$ cat src/rtl/uart_fifo_xcvr.sv
// Buffered UART transceiver: TX/RX circular FIFOs around 16x-oversampled TX and RX engines.
// Define UART_PARITY_EN to add an even parity bit (XOR of the data bits) to every frame.
module uart_fifo_xcvr #(
    parameter int unsigned BAUD_DIV   = 325,
    parameter int unsigned DATA_W     = 8,
    parameter int unsigned STOP_BITS  = 1,
    parameter int unsigned FIFO_DEPTH = 4
) (
    input  logic              clk,
    input  logic              reset,
    input  logic              uart_rx,
    output logic              uart_tx,
    input  logic [DATA_W-1:0] tx_data,
    input  logic              tx_wr,
    output logic              tx_full,
    output logic              tx_busy,
    output logic [DATA_W-1:0] rx_data,
    input  logic              rx_rd,
    output logic              rx_empty,
    output logic              frame_err,
    output logic              parity_err,
    output logic              overrun,
    output logic              irq
);
    localparam int unsigned AW = $clog2(FIFO_DEPTH);
    localparam int unsigned BW = $clog2(BAUD_DIV);

    typedef enum logic [2:0] {StIdle, StStart, StData, StPar, StStop} state_e;

    // Shared baud tick generator
    logic [BW-1:0] baud_q;
    logic          tick;

    assign tick = (baud_q == BW'(BAUD_DIV - 1));

    always_ff @(posedge clk or negedge reset) begin
        if (!reset) baud_q <= '0;
        else        baud_q <= tick ? '0 : baud_q + 1'b1;
    end

    logic rx_meta_q, rx_sync_q;

    always_ff @(posedge clk or negedge reset) begin
        if (!reset) begin
            rx_meta_q <= 1'b1;
            rx_sync_q <= 1'b1;
        end else begin
            rx_meta_q <= uart_rx;
            rx_sync_q <= rx_meta_q;
        end
    end

    // TX FIFO
    logic [DATA_W-1:0] tx_mem [FIFO_DEPTH];
    logic [AW-1:0]     tx_wptr_q, tx_rptr_q;
    logic [AW:0]       tx_cnt_q;
    logic              tx_push, tx_pop, tx_fifo_empty;

    assign tx_fifo_empty = (tx_cnt_q == '0);
    assign tx_full       = (tx_cnt_q == (AW+1)'(FIFO_DEPTH));
    assign tx_push       = tx_wr && !tx_full;

    always_ff @(posedge clk) begin
        if (tx_push) tx_mem[tx_wptr_q] <= tx_data;
    end

    always_ff @(posedge clk or negedge reset) begin
        if (!reset) begin
            tx_wptr_q <= '0;
            tx_rptr_q <= '0;
            tx_cnt_q  <= '0;
        end else begin
            if (tx_push) tx_wptr_q <= tx_wptr_q + 1'b1;
            if (tx_pop)  tx_rptr_q <= tx_rptr_q + 1'b1;
            case ({tx_push, tx_pop})
                2'b10:   tx_cnt_q <= tx_cnt_q + 1'b1;
                2'b01:   tx_cnt_q <= tx_cnt_q - 1'b1;
                default: tx_cnt_q <= tx_cnt_q;
            endcase
        end
    end

    // TX engine; every state change happens on a tick so each bit lasts exactly 16 ticks
    state_e            tx_state_q, tx_state_d;
    logic [4:0]        tx_tcnt_q, tx_tcnt_d;
    logic [3:0]        tx_bit_q, tx_bit_d;
    logic [DATA_W-1:0] tx_shift_q, tx_shift_d;
    logic              tx_line_q, tx_line_d;
    logic              tx_load;
`ifdef UART_PARITY_EN
    logic              tx_par_q, tx_par_d;
`endif

    always_comb begin
        tx_state_d = tx_state_q;
        tx_tcnt_d  = tx_tcnt_q;
        tx_bit_d   = tx_bit_q;
        tx_shift_d = tx_shift_q;
        tx_line_d  = tx_line_q;
        tx_load    = 1'b0;
        tx_pop     = 1'b0;
`ifdef UART_PARITY_EN
        tx_par_d   = tx_par_q;
`endif
        if (tick) begin
            tx_tcnt_d = tx_tcnt_q + 5'd1;
            unique case (tx_state_q)
                StIdle: begin
                    tx_tcnt_d = '0;
                    tx_load   = !tx_fifo_empty;
                end
                StStart: begin
                    if (tx_tcnt_q == 5'd15) begin
                        tx_tcnt_d  = '0;
                        tx_bit_d   = '0;
                        tx_line_d  = tx_shift_q[0];
                        tx_state_d = StData;
                    end
                end
                StData: begin
                    if (tx_tcnt_q == 5'd15) begin
                        tx_tcnt_d = '0;
                        if (tx_bit_q == 4'(DATA_W - 1)) begin
`ifdef UART_PARITY_EN
                            tx_line_d  = tx_par_q;
                            tx_state_d = StPar;
`else
                            tx_line_d  = 1'b1;
                            tx_state_d = StStop;
`endif
                        end else begin
                            tx_bit_d   = tx_bit_q + 4'd1;
                            tx_shift_d = tx_shift_q >> 1;
                            tx_line_d  = tx_shift_q[1];
                        end
                    end
                end
                StPar: begin
                    if (tx_tcnt_q == 5'd15) begin
                        tx_tcnt_d  = '0;
                        tx_line_d  = 1'b1;
                        tx_state_d = StStop;
                    end
                end
                StStop: begin
                    if (tx_tcnt_q == 5'(STOP_BITS * 16 - 1)) begin
                        tx_tcnt_d  = '0;
                        tx_state_d = StIdle;
                        tx_load    = !tx_fifo_empty;
                    end
                end
                default: tx_state_d = StIdle;
            endcase
        end
        // Loading straight out of STOP gives back-to-back frames with no idle gap
        if (tx_load) begin
            tx_pop     = 1'b1;
            tx_shift_d = tx_mem[tx_rptr_q];
            tx_line_d  = 1'b0;
            tx_tcnt_d  = '0;
            tx_state_d = StStart;
`ifdef UART_PARITY_EN
            tx_par_d   = ^tx_mem[tx_rptr_q];
`endif
        end
    end

    always_ff @(posedge clk or negedge reset) begin
        if (!reset) begin
            tx_state_q <= StIdle;
            tx_tcnt_q  <= '0;
            tx_bit_q   <= '0;
            tx_shift_q <= '0;
            tx_line_q  <= 1'b1;
`ifdef UART_PARITY_EN
            tx_par_q   <= 1'b0;
`endif
        end else begin
            tx_state_q <= tx_state_d;
            tx_tcnt_q  <= tx_tcnt_d;
            tx_bit_q   <= tx_bit_d;
            tx_shift_q <= tx_shift_d;
            tx_line_q  <= tx_line_d;
`ifdef UART_PARITY_EN
            tx_par_q   <= tx_par_d;
`endif
        end
    end

    assign uart_tx = tx_line_q;
    assign tx_busy = !tx_fifo_empty || (tx_state_q != StIdle);

    // RX FIFO
    logic [DATA_W-1:0] rx_mem [FIFO_DEPTH];
    logic [AW-1:0]     rx_wptr_q, rx_rptr_q;
    logic [AW:0]       rx_cnt_q;
    logic              rx_push, rx_pop, rx_full;
    logic [DATA_W-1:0] rx_shift_q, rx_shift_d;

    assign rx_empty = (rx_cnt_q == '0);
    assign rx_full  = (rx_cnt_q == (AW+1)'(FIFO_DEPTH));
    assign rx_pop   = rx_rd && !rx_empty;
    assign rx_data  = rx_empty ? '0 : rx_mem[rx_rptr_q];
    assign irq      = !rx_empty;

    always_ff @(posedge clk) begin
        if (rx_push) rx_mem[rx_wptr_q] <= rx_shift_q;
    end

    always_ff @(posedge clk or negedge reset) begin
        if (!reset) begin
            rx_wptr_q <= '0;
            rx_rptr_q <= '0;
            rx_cnt_q  <= '0;
        end else begin
            if (rx_push) rx_wptr_q <= rx_wptr_q + 1'b1;
            if (rx_pop)  rx_rptr_q <= rx_rptr_q + 1'b1;
            case ({rx_push, rx_pop})
                2'b10:   rx_cnt_q <= rx_cnt_q + 1'b1;
                2'b01:   rx_cnt_q <= rx_cnt_q - 1'b1;
                default: rx_cnt_q <= rx_cnt_q;
            endcase
        end
    end

    // RX engine; samples land mid-bit because START re-samples 8 ticks after the falling edge
    state_e     rx_state_q, rx_state_d;
    logic [3:0] rx_tcnt_q, rx_tcnt_d;
    logic [3:0] rx_bit_q, rx_bit_d;
    logic       frame_err_q, frame_err_d;
    logic       overrun_q, overrun_d;
`ifdef UART_PARITY_EN
    logic       rx_par_q, rx_par_d;
    logic       parity_err_q, parity_err_d;
`endif

    always_comb begin
        rx_state_d  = rx_state_q;
        rx_tcnt_d   = rx_tcnt_q;
        rx_bit_d    = rx_bit_q;
        rx_shift_d  = rx_shift_q;
        rx_push     = 1'b0;
        frame_err_d = 1'b0;
        overrun_d   = 1'b0;
`ifdef UART_PARITY_EN
        rx_par_d     = rx_par_q;
        parity_err_d = 1'b0;
`endif
        unique case (rx_state_q)
            StIdle: begin
                rx_tcnt_d = '0;
                if (!rx_sync_q) rx_state_d = StStart;
            end
            StStart: begin
                if (tick) begin
                    rx_tcnt_d = rx_tcnt_q + 4'd1;
                    if (rx_tcnt_q == 4'd7) begin
                        rx_tcnt_d  = '0;
                        rx_bit_d   = '0;
                        rx_state_d = rx_sync_q ? StIdle : StData;
                    end
                end
            end
            StData: begin
                if (tick) begin
                    rx_tcnt_d = rx_tcnt_q + 4'd1;
                    if (rx_tcnt_q == 4'd15) begin
                        rx_tcnt_d  = '0;
                        rx_shift_d = {rx_sync_q, rx_shift_q[DATA_W-1:1]};
                        rx_bit_d   = rx_bit_q + 4'd1;
                        if (rx_bit_q == 4'(DATA_W - 1)) begin
`ifdef UART_PARITY_EN
                            rx_state_d = StPar;
`else
                            rx_state_d = StStop;
`endif
                        end
                    end
                end
            end
            StPar: begin
                if (tick) begin
                    rx_tcnt_d = rx_tcnt_q + 4'd1;
                    if (rx_tcnt_q == 4'd15) begin
                        rx_tcnt_d  = '0;
                        rx_state_d = StStop;
`ifdef UART_PARITY_EN
                        rx_par_d   = rx_sync_q;
`endif
                    end
                end
            end
            StStop: begin
                if (tick) begin
                    rx_tcnt_d = rx_tcnt_q + 4'd1;
                    if (rx_tcnt_q == 4'd15) begin
                        rx_tcnt_d  = '0;
                        rx_state_d = StIdle;
                        if (!rx_sync_q) begin
                            frame_err_d = 1'b1;
`ifdef UART_PARITY_EN
                        end else if (rx_par_q != ^rx_shift_q) begin
                            parity_err_d = 1'b1;
`endif
                        end else if (rx_full) begin
                            overrun_d = 1'b1;
                        end else begin
                            rx_push = 1'b1;
                        end
                    end
                end
            end
            default: rx_state_d = StIdle;
        endcase
    end

    always_ff @(posedge clk or negedge reset) begin
        if (!reset) begin
            rx_state_q  <= StIdle;
            rx_tcnt_q   <= '0;
            rx_bit_q    <= '0;
            rx_shift_q  <= '0;
            frame_err_q <= 1'b0;
            overrun_q   <= 1'b0;
`ifdef UART_PARITY_EN
            rx_par_q     <= 1'b0;
            parity_err_q <= 1'b0;
`endif
        end else begin
            rx_state_q  <= rx_state_d;
            rx_tcnt_q   <= rx_tcnt_d;
            rx_bit_q    <= rx_bit_d;
            rx_shift_q  <= rx_shift_d;
            frame_err_q <= frame_err_d;
            overrun_q   <= overrun_d;
`ifdef UART_PARITY_EN
            rx_par_q     <= rx_par_d;
            parity_err_q <= parity_err_d;
`endif
        end
    end

    assign frame_err = frame_err_q;
    assign overrun   = overrun_q;
`ifdef UART_PARITY_EN
    assign parity_err = parity_err_q;
`else
    assign parity_err = 1'b0;
`endif

endmodule

$ cat config.mk
export PLATFORM = sky130hd
export DESIGN_NAME = uart_fifo_xcvr
export DESIGN_NICKNAME = d
export VERILOG_FILES = /design/src/rtl/uart_fifo_xcvr.sv
export SDC_FILE = /design/constraint.sdc
export NUM_CORES = 1
export LEC_CHECK = 0
export BUFFER_PORTS_ARGS = -buffer_cell sky130_fd_sc_hd__buf_2
export CAP_MARGIN = 40
export CORE_UTILIZATION = 39
export DETAILED_ROUTE_END_ITERATION = 8
export PLACE_DENSITY = 0.53
export SYNTH_ARGS = -nofsm -noshare
export SYNTH_HDL_FRONTEND = slang
export SYNTH_SLANG_ARGS = --single-unit
$ cat constraint.sdc
create_clock -name clk -period 4.5 [get_ports clk]
set_input_delay 0.45 -clock clk [delete_from_list [all_inputs] [get_ports clk]]
set_output_delay 0.45 -clock clk [all_outputs]
set_load 0.01 [all_outputs]
==> reports/results.tsv, run 1 <==
stage	metric	value	unit
outcome	status	finished clean	
clock_network	cts.sinks	131	
clock_network	cts_tree	yes	
die	coreArea	0.0147	mm2
sta	finalHoldViolations	0	
worst_setup_path	r2r_cells	10	
global_routing	grt_max_degree	42	
worst_setup_path	rrSetupSlack	1.35	ns
pwr	seqPwrFrac	46.2	%
finish	syn_to_final_growth	14.8	%
finish	drive_above_1_share	23.3	%
worst_hold_path	min-delay-start	uart_rx	
route	viasPerCell	5.19	
die	die_area	0.0157	mm2
route	dr.first_iter.drc_count	216	
clock_network	clkTransAtPathRegs	0.06	ns
worst_setup_path	critPathKind	reg2reg	
placed_design	gp_congestion	0.740	
sta	fin_crit	3.15	ns
global_routing	antenna_found_initial	0	
synth	synth_ff_type	edfxtp_1	
worst_setup_path	timing.rr.end	tx_cnt_q[1]$_DFFE_PN0P_	
pwr	swShare	25.5	%
global_routing	grt_pass1_wl	18000	um
sta	setup_viol	0	
clock_network	clock_latency	0.42	ns
synth	ys_async_sr_fraction	51.1	%
worst_setup_path	critPathCaptureType	register	
die	die_h	125	um
global_routing	gr-total-overflow	0	
sta	setup_tns	0	ns
clock_network	htree_levels	4	
worst_hold_path	holdPathEnd	rx_meta_q$_DFF_PN1_	
clock_network	cts_made_buffers	17	
worst_setup_path	crit_start	tx_tcnt_q[0]$_DFFE_PN0N_	
route	drc	0	
sta	slew_viol_final	0	
sta	tightest_slew	0.692	ns
synth	synthCells	429	
worst_hold_path	hold_class	in2reg	
finish	nets	493	
job	maxCapViolations	0	
finish	diodes	0	
placed_design	dp.cells	624	
synth	syn_area_per_cell	13.8	um2
sta	setup_slack	1.35	ns
pwr	comb_power_share	11.8	%
synth	synth_cell_types	63	
pwr	intPower	0.00235	W
worst_setup_path	worstSetupStartpointType	register	
global_routing	grt_pass1_vias	3492	
die	ios	29	
pwr	ir_drop	0.324	mV
pwr	power.leakage	2.68	nW
worst_setup_path	critical_path_required	4.80	ns
synth	seq_area_frac_synth	60.8	%
synth	ys_seq_elements	131	
sta	rsz0062_at_grt	false	
synth	ys_warn_count	0	
synth	synth_area	0.00593	mm2
route	ant_nets	0	
placed_design	hpwl	7190	um
sta	max_freq	0.317	GHz
worst_setup_path	path_cells	ha_1 -> and3_1 -> ha_1 -> inv_1 -> a211oi_2 -> nand2_2 -> inv_1 -> ha_1 -> fa_1 -> mux2_2	
die	floorplan.initialDensity	40.3	%
worst_setup_path	cpMaxStageDelayCell	a211oi_2	
worst_setup_path	arrival	3.46	ns
worst_hold_path	holdPathStages	1	
pwr	power.density	464	mW/mm2
global_routing	grtUsageTotal	15.1	%
synth	synth_edf_count	64	
finish	final_cells	657	
sta	finClkSkew	0.00700	ns
route	wl_per_cell	16.4	um
placed_design	pre_cts_slack	1.35	ns
synth	synth_nets	462	
sta	whs	0.127	ns
worst_setup_path	r2r-start	tx_tcnt_q[0]$_DFFE_PN0N_	
worst_setup_path	worstPathMaxFanout	7	
pwr	p_clk_share	41.9	%
clock_network	clockBufferDepth	2	
sta	period_share	70.1	%
sta	maxSlewHeadroom	53.9	%
worst_setup_path	crit_top_cell	ha_1	
placed_design	io_buffers	27	
route	routed_wl	10800	um
route	route.vias.total	3408	
finish	fin_util	46.3	%
worst_setup_path	crit_path_max_incr_delay	0.43	ns
pwr	power_switching	0.000807	W
route	firstDrtPassIters	6	
die	num_rows	44	
clock_network	cts-root-buf	clkbuf_16	
die	die_x	125	um
-- stage by stage --
stage          area [um2]  power (W)
3_3_place_gp         6210    0.00185
5_1_grt              6810    0.00330
4_1_cts              6810    0.00320
2_1_floorplan        5930    0.00173
3_5_place_dp         6230    0.00187
6_report             6810    0.00316
-- synth_stat cells (2+ instances only) --
cell,n,area share [%]
mux2_2,19,3.6
and2_1,20,2.1
nand3b_1,2,0.25
clkbuf_1,9,0.57
nand3_2,2,0.34
mux2i_1,4,0.68
o31ai_1,5,0.63
buf_2,4,0.34
a31oi_1,3,0.32
nand2_1,21,1.3
nor3_1,5,0.42
a21oi_1,9,0.76
nor4_1,2,0.21
nand3_1,16,1.4
a32o_1,3,0.51
dfstp_2,3,1.3
dfrtp_1,64,27
xor2_1,7,1.0
nor2b_1,4,0.42
o21ai_0,25,2.1
or4_1,2,0.25
and3_1,5,0.53
buf_4,4,0.51
or3_1,2,0.21
ha_1,18,3.8
fa_1,2,0.68
inv_1,21,1.3
nor2_1,18,1.1
and4bb_2,2,0.42
mux4_2,16,6.1
nor3b_1,2,0.25
edfxtp_1,64,32
and3b_1,4,0.59
xnor2_1,12,1.8
o2111ai_1,2,0.30
-- power by group through the flow --
stage	Combinational [W]	Sequential, W	Clock, W
5_1_grt	0.000427	0.00148	0.00140
2_1_floorplan	0.000300	0.00143	0
3_5_place_dp	0.000386	0.00149	0
3_3_place_gp	0.000371	0.00148	0
4_1_cts	0.000387	0.00147	0.00135
6_report	0.000374	0.00146	0.00132
-- how the worst max path moves through the flow --
stage | cells after the start | to
CTS | 10 | tx_cnt_q[1]$_DFFE_PN0P_
global placement | 10 | tx_cnt_q[1]$_DFFE_PN0P_
finish | 10 | tx_cnt_q[1]$_DFFE_PN0P_
detailed placement | 10 | tx_cnt_q[1]$_DFFE_PN0P_
floorplan | 10 | tx_cnt_q[1]$_DFFE_PN0P_
global route | 10 | tx_cnt_q[1]$_DFFE_PN0P_
-- routing by layer --
layer,vias up,routed length (um),GRT usage (%)
li1,1646,-,-
met1,1710,5040,18.3
met2,42,5240,25.1
met3,10,349,5.39
met4,0,121,4.95
met5,-,0,0
-- cells in the final DEF (no fill, tap or decap), types with 4 or more instances in the layout --
master      Yosys  routed
mux2i_1         4       4
dfrtp_1        64      64
o21ai_0        25      25
and3b_1         4       4
and2_1         20      20
nor3_1          5       5
inv_1          21      21
edfxtp_1       64      64
xnor2_1        12      12
a21oi_1         9       9
ha_1           18      18
o31ai_1         5       5
nand2_1        21      21
clkinvlp_4      0       4
mux4_2         16      16
nor2b_1         4       4
buf_2           4      27
nand3_1        16      16
nor2_1         18      18
clkbuf_16       0      17
and3_1          5       5
xor2_1          7       7
mux2_2         19      19
-- repair_timing --
| action | in CTS | in global routing |
|---|---|---|
| endpoints found under the setup margin | 0 | 0 |
| hold buffers | 1 | 0 |
| setup buffers | 0 | 0 |
| gates resized for setup | 0 | 0 |
| endpoints found under the hold margin | 4 | 0 |
-- flip-flops by register name, indices dropped and copies added (netlist names), 2 cells and up --
name,flops
rx_bit_q,4
tx_cnt_q,3
tx_shift_q,8
tx_state_q,3
tx_bit_q,4
rx_state_q,3
rx_cnt_q,3
rx_shift_q,8
rx_mem,32
baud_q,9
tx_rptr_q,2
rx_tcnt_q,4
rx_wptr_q,2
rx_rptr_q,2
tx_wptr_q,2
tx_mem,32
tx_tcnt_q,5
-- layout make-up --
| cell class | count | area, um2 |
|---|---|---|
| Sequential cell | 131 | 3600 |
| Clock inverter | 14 | 138 |
| Fill cell | 1300 | 7890 |
| Timing Repair Buffer | 31 | 180 |
| Clock buffer | 18 | 429 |
| Multi-Input combinational cell | 258 | 2150 |
| Tap cell | 184 | 230 |
| Inverter | 21 | 78.8 |
-- cells by family after synthesis --
logic type | after synthesis | synth area share, %
multiplexers | 39 | 10.4
flip-flops | 131 | 60.8
AO/OA/AOI/OAI | 59 | 6.46
XOR/XNOR | 19 | 2.81
buffers and inverters | 40 | 3.00
adder cells (fa/ha/maj) | 20 | 4.48
other | 1 | 0.0633
AND/OR/NAND/NOR | 120 | 12.1
-- worst max-delay path: cells and delay by family, from the launching register on --
family,cells,cell delay (ns)
AOI/OAI and AO/OA,1,0.43
adders and majority gates,4,1.18
buffers and inverters,2,0.37
DFF,1,0.40
muxes,1,0.26
and+or+nand+nor,2,0.40
No activity file was read; power rests on OpenSTA's default activity.
==> run 2: changes to the inputs <==
ABC_AREA = 1   (was unset)
clock period = 2.99 ns   (was 4.5 ns; I/O delays follow)
==> run 2 against run 1 <==
Cell count increased by 39%. Worst setup slack worse by 0.98 ns. Global-route usage up 0.59 points. Utilization rose by 0.82 points. Via count grew 27%. First-iteration DRC count rose by 1.9%. Clock skew barely moved. Clock power rose by 67%.
==> reports/results.tsv, run 2 <==
stage	metric	value	unit	change
synth	synth_top_family_by_area	simple AND/OR/NAND/NOR gates		unchanged
die	floorplan.initialDensity	40.4	%	was 40.3%
route	route.vias.total	4317		was 3408
placed_design	pre_cts_slack	0.387	ns	was 1.35 ns
worst_hold_path	holdPathStages	1		unchanged
die	num_rows	45		was 44
synth	synth_nets	681		was 462
synth	synth_area	0.00622	mm2	was 0.00593 mm2
synth	ys_seq_elements	131		unchanged
die	die_h	128	um	was 125 um
worst_setup_path	path_cells	ha_1 -> nand3_1 -> inv_1 -> ha_1 -> inv_2 -> nand2_1 -> nand3_1 -> nor2_4 -> ha_1 -> fa_1 -> a21oi_1 -> o21ai_0 -> xor2_1		was ha_1 -> and3_1 -> ha_1 -> inv_1 -> a211oi_2 -> nand2_2 -> inv_1 -> ha_1 -> fa_1 -> mux2_2
synth	synth_cell_types	40		was 63
global_routing	use_met1	19.8	%	was 18.3%
synth	ys_async_sr_fraction	51.1	%	unchanged
placed_design	post_dp_cell_area	0.00659	mm2	was 0.00623 mm2
die	die_area	0.0164	mm2	was 0.0157 mm2
global_routing	antenna_found_initial	0		unchanged
die	die_x	128	um	was 125 um
worst_setup_path	cpMaxStageDelayCell	dfrtp_1		was a211oi_2
global_routing	busiest_layer	met2		unchanged
worst_hold_path	hold_class	in2reg		unchanged
synth	post-synth-top-count-cell	nand2_1		
worst_hold_path	holdPathEnd	tx_mem[0][7]$_DFFE_PP_		was rx_meta_q$_DFF_PN1_
worst_setup_path	crit_path_max_incr_delay	0.40	ns	was 0.43 ns
sta	setup_tns	0	ns	unchanged
synth	synth_top_area_share	30.9	%	was 32.4%
worst_setup_path	crit_top_cell	ha_1		unchanged
global_routing	grt.met2_usage	25.8	%	was 25.1%
clock_network	htree_levels	4		unchanged
placed_design	gp_congestion	0.819		was 0.740
finish	drive_above_1_share	14.0	%	was 23.3%
sta	slew_viol_final	0		unchanged
synth	synth-xor-area-share	2.11	%	was 2.81%
worst_setup_path	critPathKind	reg2reg		unchanged
sta	maxSlewHeadroom	45.6	%	was 53.9%
route	wl_per_cell	12.9	um	was 16.4 um
finish	final_cells	912		was 657
sta	whs	0.0958	ns	was 0.127 ns
global_routing	gr-usage-met3	4.72	%	was 5.39%
synth	synth_area_leaders	edfxtp_1, dfrtp_1, nand2_1, nor2_1, inv_1		was edfxtp_1, dfrtp_1, mux4_2, ha_1, mux2_2
worst_setup_path	critPathTopFamily	adder cells		unchanged
synth	synth-compound-area-share	7.87	%	was 6.46%
global_routing	grtUsageTotal	15.7	%	was 15.1%
sta	rsz0062_at_grt	false		unchanged
sta	max_freq	0.382	GHz	was 0.317 GHz
route	routed_wl	11800	um	was 10800 um
global_routing	grt_pass1_vias	4104		was 3492
sta	period_share	87.7	%	was 70.1%
clock_network	cts-root-buf	clkbuf_16		unchanged
finish	syn_to_final_growth	16.5	%	was 14.8%
outcome	status	finished clean		unchanged
synth	ys_warn_count	0		unchanged
pwr	ir_drop	0.457	mV	was 0.324 mV
pwr	comb_power_share	15.2	%	was 11.8%
clock_network	clockBufferDepth	2		unchanged
finish	final_common_cell	nand2_1		
sta	tightest_slew	0.814	ns	was 0.692 ns
job	maxCapViolations	0		unchanged
synth	synth_common_cells	nand2_1, nor2_1, inv_1		was dfrtp_1, edfxtp_1, o21ai_0
global_routing	gr-total-overflow	0		unchanged
route	viasPerCell	4.73		was 5.19
clock_network	cts_setup_buffers	0		unchanged
worst_setup_path	critical_path_required	3.28	ns	was 4.80 ns
synth	synthCells	648		was 429
sta	finalHoldViolations	0		unchanged
global_routing	grt_pass1_wl	19800	um	was 18000 um
clock_network	post_cts_resized	0		unchanged
pwr	power_switching	0.00142	W	was 0.000807 W
die	coreArea	0.0154	mm2	was 0.0147 mm2
clock_network	cts_made_buffers	17		unchanged
worst_setup_path	worstSetupStartpointType	register		unchanged
sta	setup_slack	0.369	ns	was 1.35 ns
finish	layout_common_cells	nand2_1, nor2_1, inv_1, dfrtp_1, edfxtp_1		was dfrtp_1, edfxtp_1, buf_2, o21ai_0
pwr	swShare	27.4	%	was 25.5%
worst_setup_path	r2r-start	tx_tcnt_q[0]$_DFFE_PN0N_		unchanged
pwr	p_clk_share	42.6	%	was 41.9%
sta	fin_crit	2.62	ns	was 3.15 ns
synth	synthAdderAreaFrac	4.27	%	was 4.48%
worst_setup_path	worstPathBufferInverterCount	2		unchanged
worst_setup_path	rrSetupSlack	0.37	ns	was 1.35 ns
synth	synthMuxAreaShare	0	%	was 10.4%
die	ios	29		unchanged
sta	finClkSkew	0.00690	ns	was 0.00700 ns
synth	yosys.area.top_type	edfxtp_1		unchanged
route	ant_nets	0		unchanged
global_routing	grt_max_degree	48		was 42
pwr	power.leakage	3.14	nW	was 2.68 nW
placed_design	hpwl	8100	um	was 7190 um
finish	nets	721		was 493
worst_setup_path	timing.rr.end	tx_cnt_q[2]$_DFFE_PN0P_		was tx_cnt_q[1]$_DFFE_PN0P_
synth	synthSimpleGateAreaFrac	21.5	%	was 12.1%
pwr	seqPwrFrac	42.2	%	was 46.2%
route	firstDrtPassIters	4		was 6
synth	synth_edf_count	64		unchanged
synth	synth_ff_type	edfxtp_1		unchanged
worst_setup_path	arrival	2.91	ns	was 3.46 ns
worst_setup_path	worstPathMaxFanout	10		was 7
finish	top_regs	rx_mem: 32 flops, tx_mem: 32 flops, baud_q: 9 flops		unchanged
placed_design	dp.cells	878		was 624
synth	syn_area_per_cell	9.59	um2	was 13.8 um2
route	drc	0		unchanged
clock_network	clkTransAtPathRegs	0.06	ns	about the same
pwr	intPower	0.00376	W	was 0.00235 W
route	dr.first_iter.drc_count	220		was 216
worst_setup_path	r2r_cells	13		was 10
pwr	power.density	714	mW/mm2	was 464 mW/mm2
sta	setup_viol	0		unchanged
worst_hold_path	min-delay-start	tx_data[7]		was uart_rx
finish	finalInstanceArea	0.00724	mm2	was 0.00681 mm2
worst_setup_path	critPathCaptureType	register		unchanged
finish	diodes	0		unchanged
synth	seq_area_frac_synth	58.0	%	was 60.8%
placed_design	io_buffers	27		unchanged
clock_network	cts_tree	yes		unchanged
clock_network	clock_latency	0.42	ns	about the same
clock_network	cts.sinks	131		unchanged
-- run 2: changes by cell type after synthesis, sizes merged, moves of 7 or more --
cell / before / now
a21oi: 9 / 24
inv: 21 / 81
mux2: 19 / 0
o22ai: 1 / 8
and2: 20 / 0
nand3: 18 / 47
mux4: 16 / 0
xnor2: 12 / 4
nand4: 2 / 12
nor2: 18 / 98
nand2: 22 / 127
o21ai: 25 / 56
-- run 2: timing repair --
item / CTS / global route
setup endpoints to repair: 0 / 0
endpoints found under the hold margin: 20 / 0
hold buffers: 2 / 0
-- run 2: worst max path at each step --
stage,from,to,slack (ns),cells after the start
after CTS,tx_tcnt_q[0]$_DFFE_PN0N_,tx_cnt_q[2]$_DFFE_PN0P_,0.35,13
after global placement,tx_tcnt_q[0]$_DFFE_PN0N_,tx_cnt_q[2]$_DFFE_PN0P_,0.43,13
final,tx_tcnt_q[0]$_DFFE_PN0N_,tx_cnt_q[2]$_DFFE_PN0P_,0.37,13
after detailed placement,tx_tcnt_q[0]$_DFFE_PN0N_,tx_cnt_q[2]$_DFFE_PN0P_,0.39,13
after global routing,tx_tcnt_q[0]$_DFFE_PN0N_,tx_cnt_q[1]$_DFFE_PN0P_,0.22,12
after floorplan,tx_tcnt_q[0]$_DFFE_PN0N_,tx_cnt_q[2]$_DFFE_PN0P_,0.56,13
-- run 2: power groups by stage --
stage          clock (W)  combinational [W]  sequential (W)
2_1_floorplan          0           0.000580         0.00214
3_3_place_gp           0           0.000761         0.00222
3_5_place_dp           0           0.000793         0.00222
4_1_cts          0.00225           0.000804         0.00219
5_1_grt          0.00233           0.000906         0.00221
6_report         0.00220           0.000786         0.00218
-- run 2: logic make-up after synthesis --
| logic type | Yosys count |
|---|---|
| XOR/XNOR | 15 |
| flip-flops | 131 |
| AO/OA/AOI/OAI | 90 |
| buffers and inverters | 96 |
| adder cells (fa/ha/maj) | 20 |
| other | 1 |
| AND/OR/NAND/NOR | 295 |
-- run 2: metrics by stage --
stage               power [W]  util [%]
finish                0.00517      47.1
global route          0.00545      47.1
CTS                   0.00524      47.1
detailed placement    0.00301      42.9
global placement      0.00298      42.8
floorplan             0.00272         -
-- run 2: routing by layer --
layer  routed length [um]  up-vias
li1                     -     2215
met2                 5580       76
met1                 5540     2017
met3                  523        9
met4                  120        0
met5                    0        -
-- run 2: worst reg2reg max path: cells and delay by family, from the launching register on --
kind | cells | cell delay [ns]
XOR/XNOR | 1 | 0.16
AO/OA/AOI/OAI | 2 | 0.22
adder cells (fa/ha/maj) | 4 | 1.10
flip-flops | 1 | 0.40
buffers and inverters | 2 | 0.16
AND/OR/NAND/NOR | 4 | 0.46
-- run 2: area by class of cell --
cell class / instances / area, um2
Tap cell: 211 / 264
Multi-Input combinational cell: 421 / 2220
Clock inverter: 14 / 201
Sequential cell: 131 / 3600
Inverter: 82 / 308
Fill cell: 1465 / 8130
Timing Repair Buffer: 35 / 213
Clock buffer: 18 / 429
